`config.mk`:
```
export PLATFORM = sky130hd
export DESIGN_NAME = vending_controller
export DESIGN_NICKNAME = d
export VERILOG_FILES = /design/src/rtl/vend_pkg.sv /design/src/rtl/credit_bcd.sv /design/src/rtl/vending_controller.sv
export SDC_FILE = /design/constraint.sdc
export NUM_CORES = 1
export LEC_CHECK = 0
export CAP_MARGIN = 0
export CORE_MARGIN = 2
export CORE_UTILIZATION = 52
export CTS_BUF_LIST = sky130_fd_sc_hd__clkbuf_2
export DETAILED_ROUTE_END_ITERATION = 10
export PLACE_DENSITY_LB_ADDON = 0.2
export SYNTH_ARGS = -nofsm -noshare
export SYNTH_HDL_FRONTEND = slang
export SYNTH_SLANG_ARGS = --single-unit
export TNS_END_PERCENT = 30
```
`constraint.sdc`:
```
create_clock -name Clock -period 4 [get_ports Clock]
set_input_delay 0.8 -clock Clock [delete_from_list [all_inputs] [get_ports Clock]]
set_output_delay 0.8 -clock Clock [all_outputs]
set_load 0.005 [all_outputs]
```
`src/rtl/vend_pkg.sv`:
```
// Shared coin values, CoinOut encoding and FSM state type for the vending controller.
package vend_pkg;

    localparam logic [4:0] NICKEL_VAL  = 5'd5;
    localparam logic [4:0] DIME_VAL    = 5'd10;
    localparam logic [4:0] QUARTER_VAL = 5'd25;

    localparam logic [1:0] COIN_NONE    = 2'd0;
    localparam logic [1:0] COIN_NICKEL  = 2'd1;
    localparam logic [1:0] COIN_DIME    = 2'd2;
    localparam logic [1:0] COIN_QUARTER = 2'd3;

    typedef enum logic {
        IDLE   = 1'b0,
        CHANGE = 1'b1
    } state_e;

    // Returned-coin counters stick at 15 instead of wrapping.
    function automatic logic [3:0] sat_inc4(input logic [3:0] v);
        return (v == 4'd15) ? v : v + 4'd1;
    endfunction

endpackage

```
`src/rtl/credit_bcd.sv`:
```
// Registered binary-to-BCD conversion of the credit value (three decimal digits).
module credit_bcd #(
    parameter int CREDIT_W = 8
) (
    input  logic                clk,
    input  logic                rst_n,
    input  logic [CREDIT_W-1:0] bin,
    output logic [3:0]          bcd2,
    output logic [3:0]          bcd1,
    output logic [3:0]          bcd0
);

    logic [31:0] val_s;
    logic [3:0]  bcd2_d, bcd1_d, bcd0_d;
    logic [3:0]  bcd2_q, bcd1_q, bcd0_q;

    // Split the credit into hundreds, tens and units.
    always_comb begin
        val_s  = 32'(bin);
        bcd0_d = 4'(val_s % 32'd10);
        bcd1_d = 4'((val_s / 32'd10) % 32'd10);
        bcd2_d = 4'((val_s / 32'd100) % 32'd10);
    end

    // Digit registers.
    always_ff @(posedge clk or negedge rst_n) begin
        if (!rst_n) begin
            bcd2_q <= 4'd0;
            bcd1_q <= 4'd0;
            bcd0_q <= 4'd0;
        end else begin
            bcd2_q <= bcd2_d;
            bcd1_q <= bcd1_d;
            bcd0_q <= bcd0_d;
        end
    end

    assign bcd2 = bcd2_q;
    assign bcd1 = bcd1_q;
    assign bcd0 = bcd0_q;

endmodule

```
`src/rtl/vending_controller.sv`:
```
// Coin-operated vending controller: credit accounting, item vend/deny and greedy change return.
// Optional feature macro VEND_AUTO_CHANGE_EN: return remaining credit automatically after a vend.
module vending_controller
    import vend_pkg::*;
#(
    parameter int                     NUM_ITEMS  = 4,
    parameter int                     CREDIT_W   = 8,
    parameter int                     MAX_CREDIT = 195,
    parameter logic [NUM_ITEMS*8-1:0] ITEM_PRICE = {8'd75, 8'd60, 8'd50, 8'd35}
) (
    input  logic                 Clock,
    input  logic                 ResetN,
    input  logic                 Quarter,
    input  logic                 Dime,
    input  logic                 Nickel,
    input  logic [NUM_ITEMS-1:0] Buy,
    input  logic                 Refund,
    output logic [NUM_ITEMS-1:0] Vending,
    output logic                 Deny,
    output logic                 CoinReject,
    output logic [1:0]           CoinOut,
    output logic                 ChangeDone,
    output logic [3:0]           QuarterCnt,
    output logic [3:0]           DimeCnt,
    output logic [3:0]           NickelCnt,
    output logic [CREDIT_W-1:0]  Credit,
    output logic [3:0]           Bcd2,
    output logic [3:0]           Bcd1,
    output logic [3:0]           Bcd0
);

    state_e                state_q, state_d;
    logic [CREDIT_W-1:0]   credit_q, credit_d;
    logic [NUM_ITEMS-1:0]  vend_q, vend_d;
    logic                  deny_q, deny_d;
    logic                  reject_q, reject_d;
    logic                  done_q, done_d;
    logic [1:0]            coin_out_q, coin_out_d;
    logic [3:0]            qcnt_q, qcnt_d, dcnt_q, dcnt_d, ncnt_q, ncnt_d;

    logic [NUM_ITEMS-1:0]  buy_low_s;
    logic [31:0]           credit_s, coin_val_s, price_s, step_val_s, sum_s;
    logic [1:0]            step_code_s, coin_num_s;
    logic                  coin_any_s, coin_fits_s, dispense_s, vend_ok_s;

    // Coin selection, lowest-bit item select and the greedy change step.
    always_comb begin
        credit_s    = 32'(credit_q);
        coin_any_s  = Quarter | Dime | Nickel;
        coin_num_s  = 2'(Quarter) + 2'(Dime) + 2'(Nickel);
        if (Quarter) begin
            coin_val_s = 32'(QUARTER_VAL);
        end else if (Dime) begin
            coin_val_s = 32'(DIME_VAL);
        end else if (Nickel) begin
            coin_val_s = 32'(NICKEL_VAL);
        end else begin
            coin_val_s = 32'd0;
        end
        // The fit check uses the credit before any same-cycle purchase.
        coin_fits_s = (credit_s + coin_val_s) <= 32'(MAX_CREDIT);
        buy_low_s   = Buy & (~Buy + NUM_ITEMS'(1));
        price_s     = 32'd0;
        for (int i = 0; i < NUM_ITEMS; i++) begin
            if (buy_low_s[i]) begin
                price_s = 32'(ITEM_PRICE[i*8 +: 8]);
            end else begin
                price_s = price_s;
            end
        end
        if (credit_s >= 32'(QUARTER_VAL)) begin
            step_val_s  = 32'(QUARTER_VAL);
            step_code_s = COIN_QUARTER;
        end else if (credit_s >= 32'(DIME_VAL)) begin
            step_val_s  = 32'(DIME_VAL);
            step_code_s = COIN_DIME;
        end else begin
            step_val_s  = 32'(NICKEL_VAL);
            step_code_s = COIN_NICKEL;
        end
    end

    // Next-state, next-credit and output-pulse computation.
    always_comb begin
        state_d    = state_q;
        credit_d   = credit_q;
        vend_d     = '0;
        deny_d     = 1'b0;
        reject_d   = 1'b0;
        done_d     = 1'b0;
        coin_out_d = COIN_NONE;
        qcnt_d     = qcnt_q;
        dcnt_d     = dcnt_q;
        ncnt_d     = ncnt_q;
        dispense_s = 1'b0;
        vend_ok_s  = 1'b0;
        sum_s      = credit_s;
        case (state_q)
            IDLE: begin
                if (Refund) begin
                    reject_d = coin_any_s;
                    qcnt_d   = 4'd0;
                    dcnt_d   = 4'd0;
                    ncnt_d   = 4'd0;
                    if (credit_q == '0) begin
                        done_d = 1'b1;
                    end else begin
                        dispense_s = 1'b1;
                        state_d    = CHANGE;
                    end
                end else begin
                    reject_d = (coin_num_s > 2'd1) || (coin_any_s && !coin_fits_s);
                    sum_s    = coin_fits_s ? credit_s + coin_val_s : credit_s;
                    if (buy_low_s != '0) begin
                        if (credit_s >= price_s) begin
                            vend_ok_s = 1'b1;
                            vend_d    = buy_low_s;
                            sum_s     = sum_s - price_s;
                        end else begin
                            deny_d = 1'b1;
                        end
                    end else begin
                        vend_d = '0;
                    end
                    credit_d = CREDIT_W'(sum_s);
`ifdef VEND_AUTO_CHANGE_EN
                    if (vend_ok_s && (sum_s != 32'd0)) begin
                        state_d = CHANGE;
                        qcnt_d  = 4'd0;
                        dcnt_d  = 4'd0;
                        ncnt_d  = 4'd0;
                    end else begin
                        state_d = IDLE;
                    end
`else
                    state_d = IDLE;
`endif
                end
            end
            CHANGE: begin
                reject_d = coin_any_s;
                if (credit_q == '0) begin
                    done_d  = 1'b1;
                    state_d = IDLE;
                end else begin
                    dispense_s = 1'b1;
                end
            end
            default: begin
                state_d = IDLE;
            end
        endcase
        if (dispense_s) begin
            credit_d   = credit_q - CREDIT_W'(step_val_s);
            coin_out_d = step_code_s;
            case (step_code_s)
                COIN_QUARTER: qcnt_d = sat_inc4(qcnt_d);
                COIN_DIME:    dcnt_d = sat_inc4(dcnt_d);
                COIN_NICKEL:  ncnt_d = sat_inc4(ncnt_d);
                default:      coin_out_d = COIN_NONE;
            endcase
        end else begin
            coin_out_d = COIN_NONE;
        end
    end

    // FSM state and all registered outputs.
    always_ff @(posedge Clock or negedge ResetN) begin
        if (!ResetN) begin
            state_q    <= IDLE;
            credit_q   <= '0;
            vend_q     <= '0;
            deny_q     <= 1'b0;
            reject_q   <= 1'b0;
            done_q     <= 1'b0;
            coin_out_q <= COIN_NONE;
            qcnt_q     <= 4'd0;
            dcnt_q     <= 4'd0;
            ncnt_q     <= 4'd0;
        end else begin
            state_q    <= state_d;
            credit_q   <= credit_d;
            vend_q     <= vend_d;
            deny_q     <= deny_d;
            reject_q   <= reject_d;
            done_q     <= done_d;
            coin_out_q <= coin_out_d;
            qcnt_q     <= qcnt_d;
            dcnt_q     <= dcnt_d;
            ncnt_q     <= ncnt_d;
        end
    end

    credit_bcd #(
        .CREDIT_W (CREDIT_W)
    ) u_credit_bcd (
        .clk   (Clock),
        .rst_n (ResetN),
        .bin   (credit_q),
        .bcd2  (Bcd2),
        .bcd1  (Bcd1),
        .bcd0  (Bcd0)
    );

    assign Vending    = vend_q;
    assign Deny       = deny_q;
    assign CoinReject = reject_q;
    assign CoinOut    = coin_out_q;
    assign ChangeDone = done_q;
    assign QuarterCnt = qcnt_q;
    assign DimeCnt    = dcnt_q;
    assign NickelCnt  = ncnt_q;
    assign Credit     = credit_q;

endmodule

```
; ---- Word-level counts from Yosys, hierarchy flattened
; Cells that the tools add are included.
[word_totals]
output_inout_bits = 41
word_cells = 102
in_bits = 10
ff_bits = 42
[op_classes]
div = 5
eq_ne = 8
magnitude_cmp = 5
bitwise = 5
addsub = 9
mux = 50
reduce_logical = 7
[op_table]
columns = operator, n
row1 = 2-to-1 mux 32 bit, 4
row2 = 2-to-1 mux 4 bit, 21
row3 = "remainder unit 32 x 4 -> 32 bit, second input constant", 2
row4 = 2-to-1 mux 8 bit, 6
row5 = adder 8 x 32 -> 32 bit, 1
row6 = "divider 8 x 4 -> 32 bit, second input constant", 1
row7 = "divider 8 x 7 -> 32 bit, second input constant", 1
row8 = greater-or-equal comparator 8 x 32 -> 1 bit, 1
row9 = "less-or-equal comparator 32 x 8 -> 1 bit, second input constant", 1
row10 = "remainder unit 8 x 4 -> 32 bit, second input constant", 1
row11 = "adder 4 x 1 -> 4 bit, second input constant", 4
row12 = subtractor 8 bit, 2
row13 = "== test 4 bit, second input constant", 3
row14 = 2-to-1 mux 1 bit, 9
row15 = "greater-or-equal comparator 8 x 4 -> 1 bit, second input constant", 1
row16 = "greater-or-equal comparator 8 x 5 -> 1 bit, second input constant", 1
row17 = zero test 8 bit, 1
row18 = 2-to-1 mux 2 bit, 4
row19 = 2-to-1 mux 6 bit, 1
row20 = case mux 1 bit (2 select lines), 3
row21 = 2-to-1 mux 5 bit, 1
row22 = bitwise AND 4 bit, 1
row23 = "== test 2 bit, second input constant", 2
row24 = "inequality test 2 x 1 -> 1 bit, second input constant", 2
row25 = 14 further kinds, 15

; ---- Logic depth before layout (Yosys ltp)
[logic_depth]
depth_word = 13
depth_mapped = 21
ltp_nobuf = 21

; ---- Cells and area by module
; Synthesis repeated with hierarchy kept, for this count alone.
[hier_totals]
hier_cells = 494
hier_area_um2 = 4120.2
[by_module_without_submodules]
columns = mod, area_each_um2, cells_each, seq_area_each_um2, n_inst
row1 = vending_controller, 2606.2, 296, 750.7, 1
row2 = credit_bcd, 1514.0, 198, 250.2, 1

; ---- Least setup slack after synthesis
; Ideal clock, no wire load.
[synth_timing]
path_kind = in2reg
start = input Dime
end = register credit_q[7] (netlist: Credit[7])
n_path_buf = 0
setup_ns = 0.134
stages = 21
arrival_time_ns = 4.505
setup_slack_ns = -0.639
t_required_ns = 3.866
cell_sequence = inv_1 > a21o_1 > ha_1 > fa_1 > a21o_1 > a21oi_2 > xnor2_1 > nor3_4 > a211oi_1 > a211oi_4 > mux2i_1 > inv_1 > ha_1 > a21oi_1 > o21ai_0 > a21oi_1 > o21bai_1 > a21o_1 > a211oi_1 > xor2_1 > o22ai_1
[synth_between]
elab_chain_len = 11
[synth_lines]
columns = element, line
row1 = start: declaration, vending_controller.sv:14  ; input logic Dime,
row2 = 2-to-1 mux 4 bit *, vending_controller.sv:53  ; end else if (Dime) begin
row3 = 2-to-1 mux 32 bit *, vending_controller.sv:51  ; if (Quarter) begin
row4 = adder 8 x 32 -> 32 bit *, vending_controller.sv:113  ; sum_s = coin_fits_s ? credit_s + coin_val_s : credit_s;
row5 = less-or-equal comparator 32 x 8 -> 1 bit, vending_controller.sv:61  ; coin_fits_s = (credit_s + coin_val_s) <= 32'(MAX_CREDIT);
row6 = 2-to-1 mux 8 bit *, vending_controller.sv:113
row7 = subtractor 8 bit, vending_controller.sv:118  ; sum_s = sum_s - price_s;
row8 = 2-to-1 mux 8 bit, vending_controller.sv:115  ; if (credit_s >= price_s) begin
row9 = 2-to-1 mux 8 bit *, vending_controller.sv:114  ; if (buy_low_s != '0) begin
row10 = 2-to-1 mux 8 bit *, vending_controller.sv:100  ; if (Refund) begin
row11 = 2-to-1 mux 8 bit *, vending_controller.sv:98  ; case (state_q)
row12 = 2-to-1 mux 8 bit *, vending_controller.sv:153  ; if (dispense_s) begin
row13 = end signal: assignment, vending_controller.sv:182  ; credit_q <= credit_d;
row14 = end: declaration, vending_controller.sv:33  ; logic [CREDIT_W-1:0] credit_q, credit_d;
; Mark *: on every way between the ends. The rest lies on a longest branch, timed or not. The select of a mux whose other input is x is not followed.
; A chain may end at the register's enable or synchronous reset.

; ---- Final worst setup path
[layout_timing]
start = input Dime
end = register credit_q[6] (netlist: Credit[6])
; Same word-level chain as after synthesis.

==> flow_summary.yaml <==
timing:
  fin_hold_ws_ns: 0.4617
  fin_ws_ns: -0.2847
  final-setup-viol-count: 4
  timing.max_slew.rel_slack: 0.4021
  grt_setup_unrepaired: "yes"
  worst_slew_pin_slew_ns: 0.8968
  period_utilization: 1.071
  fin_skew_ns: 0.03018
  finalMaxSlewViolations: 0
  timing_hold_violations_final: 0
  fmax_mhz: 233.4
  layout_min_cycle_time_ns: 4.285
global_routing:
  grt_pass1_wl_um: 17110
  maximum_number_of_pins_on_one_net_before_global_route_repair: 41
  grt_use_total: 0.2501
  grt_pass1_vias: 3574
  overflow: 0
  antenna_violations_before_repair: 0
synthesis:
  synth.avg_cell_area_um2: 8.678
  synth_enable_flop_cells: 0
  async_flop_share: 1.000
  mapped_cell_area_mm2: 0.003923
  post_synth_num_cell_types: 83
  yosys_warnings: 0
  synth_largest_type_area_fraction: 0.2552
  synth-seq-area-share: 0.2552
  synth_area_leaders: "dfrtp_1 (26%), ha_1 (11%), o21ai_0 (3.6%)"
  commonest_cells_post_synth: "dfrtp_1 (40), nand2_1 (37), nor2_1 (37)"
  synth_ff_type: "dfrtp_1"
  netlist_instances: 452
  synth_most_common_cell: "dfrtp_1"
  synth_area_leader: "dfrtp_1"
  synth_seq_cells: 40
routing:
  dr.first_iter.drc_count: 329
  firstDrtPassIters: 5
  vias: 3679
  final_antenna_net_count: 0
  detail_route.drc_violations: 0
  route.detailed.wl_per_inst_um: 16.50
  routed_via_density: 5.877
  postRouteWirelength_um: 10330
place:
  dpl-instance-area_mm2: 0.004683
  globalplace.congestion: 0.9341
  detailed_place_hpwl_um: 7375
  io_buffers: 48
worst_setup_path:
  critPathLaunchType: "primary input"
  critPathKind: "primary input to flop"
  worst-r2r-cell-count: 20
  critPathArrivalTime_ns: 4.60
  required_time_at_the_worst_slack_endpoint_ns: 4.31
  end_kind: "flop"
  timing.critical_path.fanout_max: 4
floorplanning:
  die_height_um: 90.85
  starting_density_of_the_core: 0.5379
  placementRows: 31
  chipWidth_um: 90.85
  fp.coreArea_mm2: 0.007292
  fp.dieArea_mm2: 0.008254
  design.portCount: 51
cts:
  ctsHoldBuffers: 0
  worst_setup_hold_path_clk_slew_ns: 0.21
  cts-buffers-inserted: 5
  cts_root_buffer: "clkbuf_2"
  clock_tree_from_tritoncts: "done"
  clk_latency_ns: 0.43
  clock_path_buffers: 2
  cts_max_level: 2
  clock-sinks: 40
cells_and_area:
  antenna_cells: 0
  finish.net_count: 574
  area.growth.synth_to_final_pct: 26.48
  final_design_area_no_fill_mm2: 0.004961
  fraction_of_layout_instances_using_a_drive_strength_above_1: 0.2410
  layout.filler_cells: 598
hold_path:
  timing.hold.worst.class: "primary input to asynchronous set/reset pin"
run:
  timing.max_cap.violations: 0
run_status:
  run_status: "finished with violations"
  violations: "setup timing"
-- critical path, cell delays in order --
cell,delay [ns]
buf_8,0.10
or2_2,0.31
nor2_2,0.11
ha_1,0.26
a21o_1,0.22
a21oi_4,0.16
xnor2_2,0.12
nor3_4,0.25
a211oi_2,0.13
a211oi_4,0.37
buf_4,0.18
mux2_4,0.31
ha_4,0.26
inv_4,0.07
o21ai_2,0.06
a21oi_2,0.17
o21bai_1,0.10
a21oi_2,0.17
xor2_1,0.17
nor2_1,0.06
a21oi_1,0.11
o21ai_1,0.08
-- area by class of cell --
type	count	area, um2	share of cell area
multi-input combinational	359	2860	0.5765
sequential	40	1001	0.2018
timing repair buffer	92	824.5	0.1662
tap	99	123.9	0.02497
inverter	29	113.9	0.02295
clock buffer	5	25.02	0.005044
clock inverter	2	12.51	0.002522
-- sequential cells by signal, indices dropped and copies added (netlist names), 4 cells and up --
register and flops:
u_credit_bcd.bcd0 4, Vending 4, Credit 8, DimeCnt 4
u_credit_bcd.bcd1 4, QuarterCnt 4, NickelCnt 4
-- final timing paths --
check,from,endpoint,slack (ns)
worst max-delay path,Dime,Credit[6]$_DFFE_PN0P_,-0.28
worst min-delay path,ResetN,QuarterCnt[0]$_DFF_PN0_,0.46
worst max register to register,Credit[0]$_DFFE_PN0P_,Credit[6]$_DFFE_PN0P_,-0.09
worst min register to register,NickelCnt[2]$_DFF_PN0_,NickelCnt[2]$_DFF_PN0_,0.63
max in group asynchronous,ResetN,Credit[0]$_DFFE_PN0P_,2.96
min in group Clock,NickelCnt[2]$_DFF_PN0_,NickelCnt[2]$_DFF_PN0_,0.63
-- metrics by stage --
step	setup TNS, ns	cells	utilization	worst slack [ns]
global route	-2.114	626	0.6803	-0.5154
detailed placement	-7.281	613	0.6422	-1.171
finish	-1.007	626	0.6803	-0.2847
global placement	-6.402	613	0.6422	-1.072
CTS	-0.8452	626	0.6603	-0.2772
floorplan	-1.753	453	-	-0.5448
-- metal layers --
layer | vias up | GRT usage | wire length, um
met5 | - | 0 | 0
met1 | 1734 | 0.3309 | 4352
met2 | 140 | 0.4297 | 5077
li1 | 1781 | - | -
met3 | 24 | 0.03339 | 701
met4 | 0 | 0.06818 | 199
-- repair_timing --
item / 4_1_cts / 5_1_grt
setup buffers: 6 / 1
gates resized for setup: 25 / 31
endpoints found under the setup margin: 7 / 7
endpoints found under the hold margin: 0 / 0
pin swaps: 22 / 30
-- cells in the final DEF, fill, tap and decap left out, types with 6 or more instances in the layout --
master	synthesis	routed
nand2_1	37	37
clkdlybuf4s50_1	0	44
nor3_1	11	11
a21o_1	9	9
a21oi_1	21	17
and2_1	6	6
ha_1	34	29
o21ai_0	28	24
nor2_1	37	36
o22ai_1	7	6
mux2_2	9	8
xnor2_1	15	11
nand2b_1	9	9
buf_4	4	41
dfrtp_1	40	40
nor2b_1	12	12
inv_1	25	22
-- logic make-up after synthesis --
group / synth area share
flip-flops: 0.2552
AND/OR/NAND/NOR: 0.2258
AO/OA/AOI/OAI: 0.2405
other: 0.0009560
adder cells (fa/ha/maj): 0.1238
multiplexers: 0.04115
buffers and inverters: 0.06794
XOR/XNOR: 0.04466
Power is left out: the tool's default activity adds up to more than one toggle a clock period on the data nets, which glitch-free logic cannot reach.
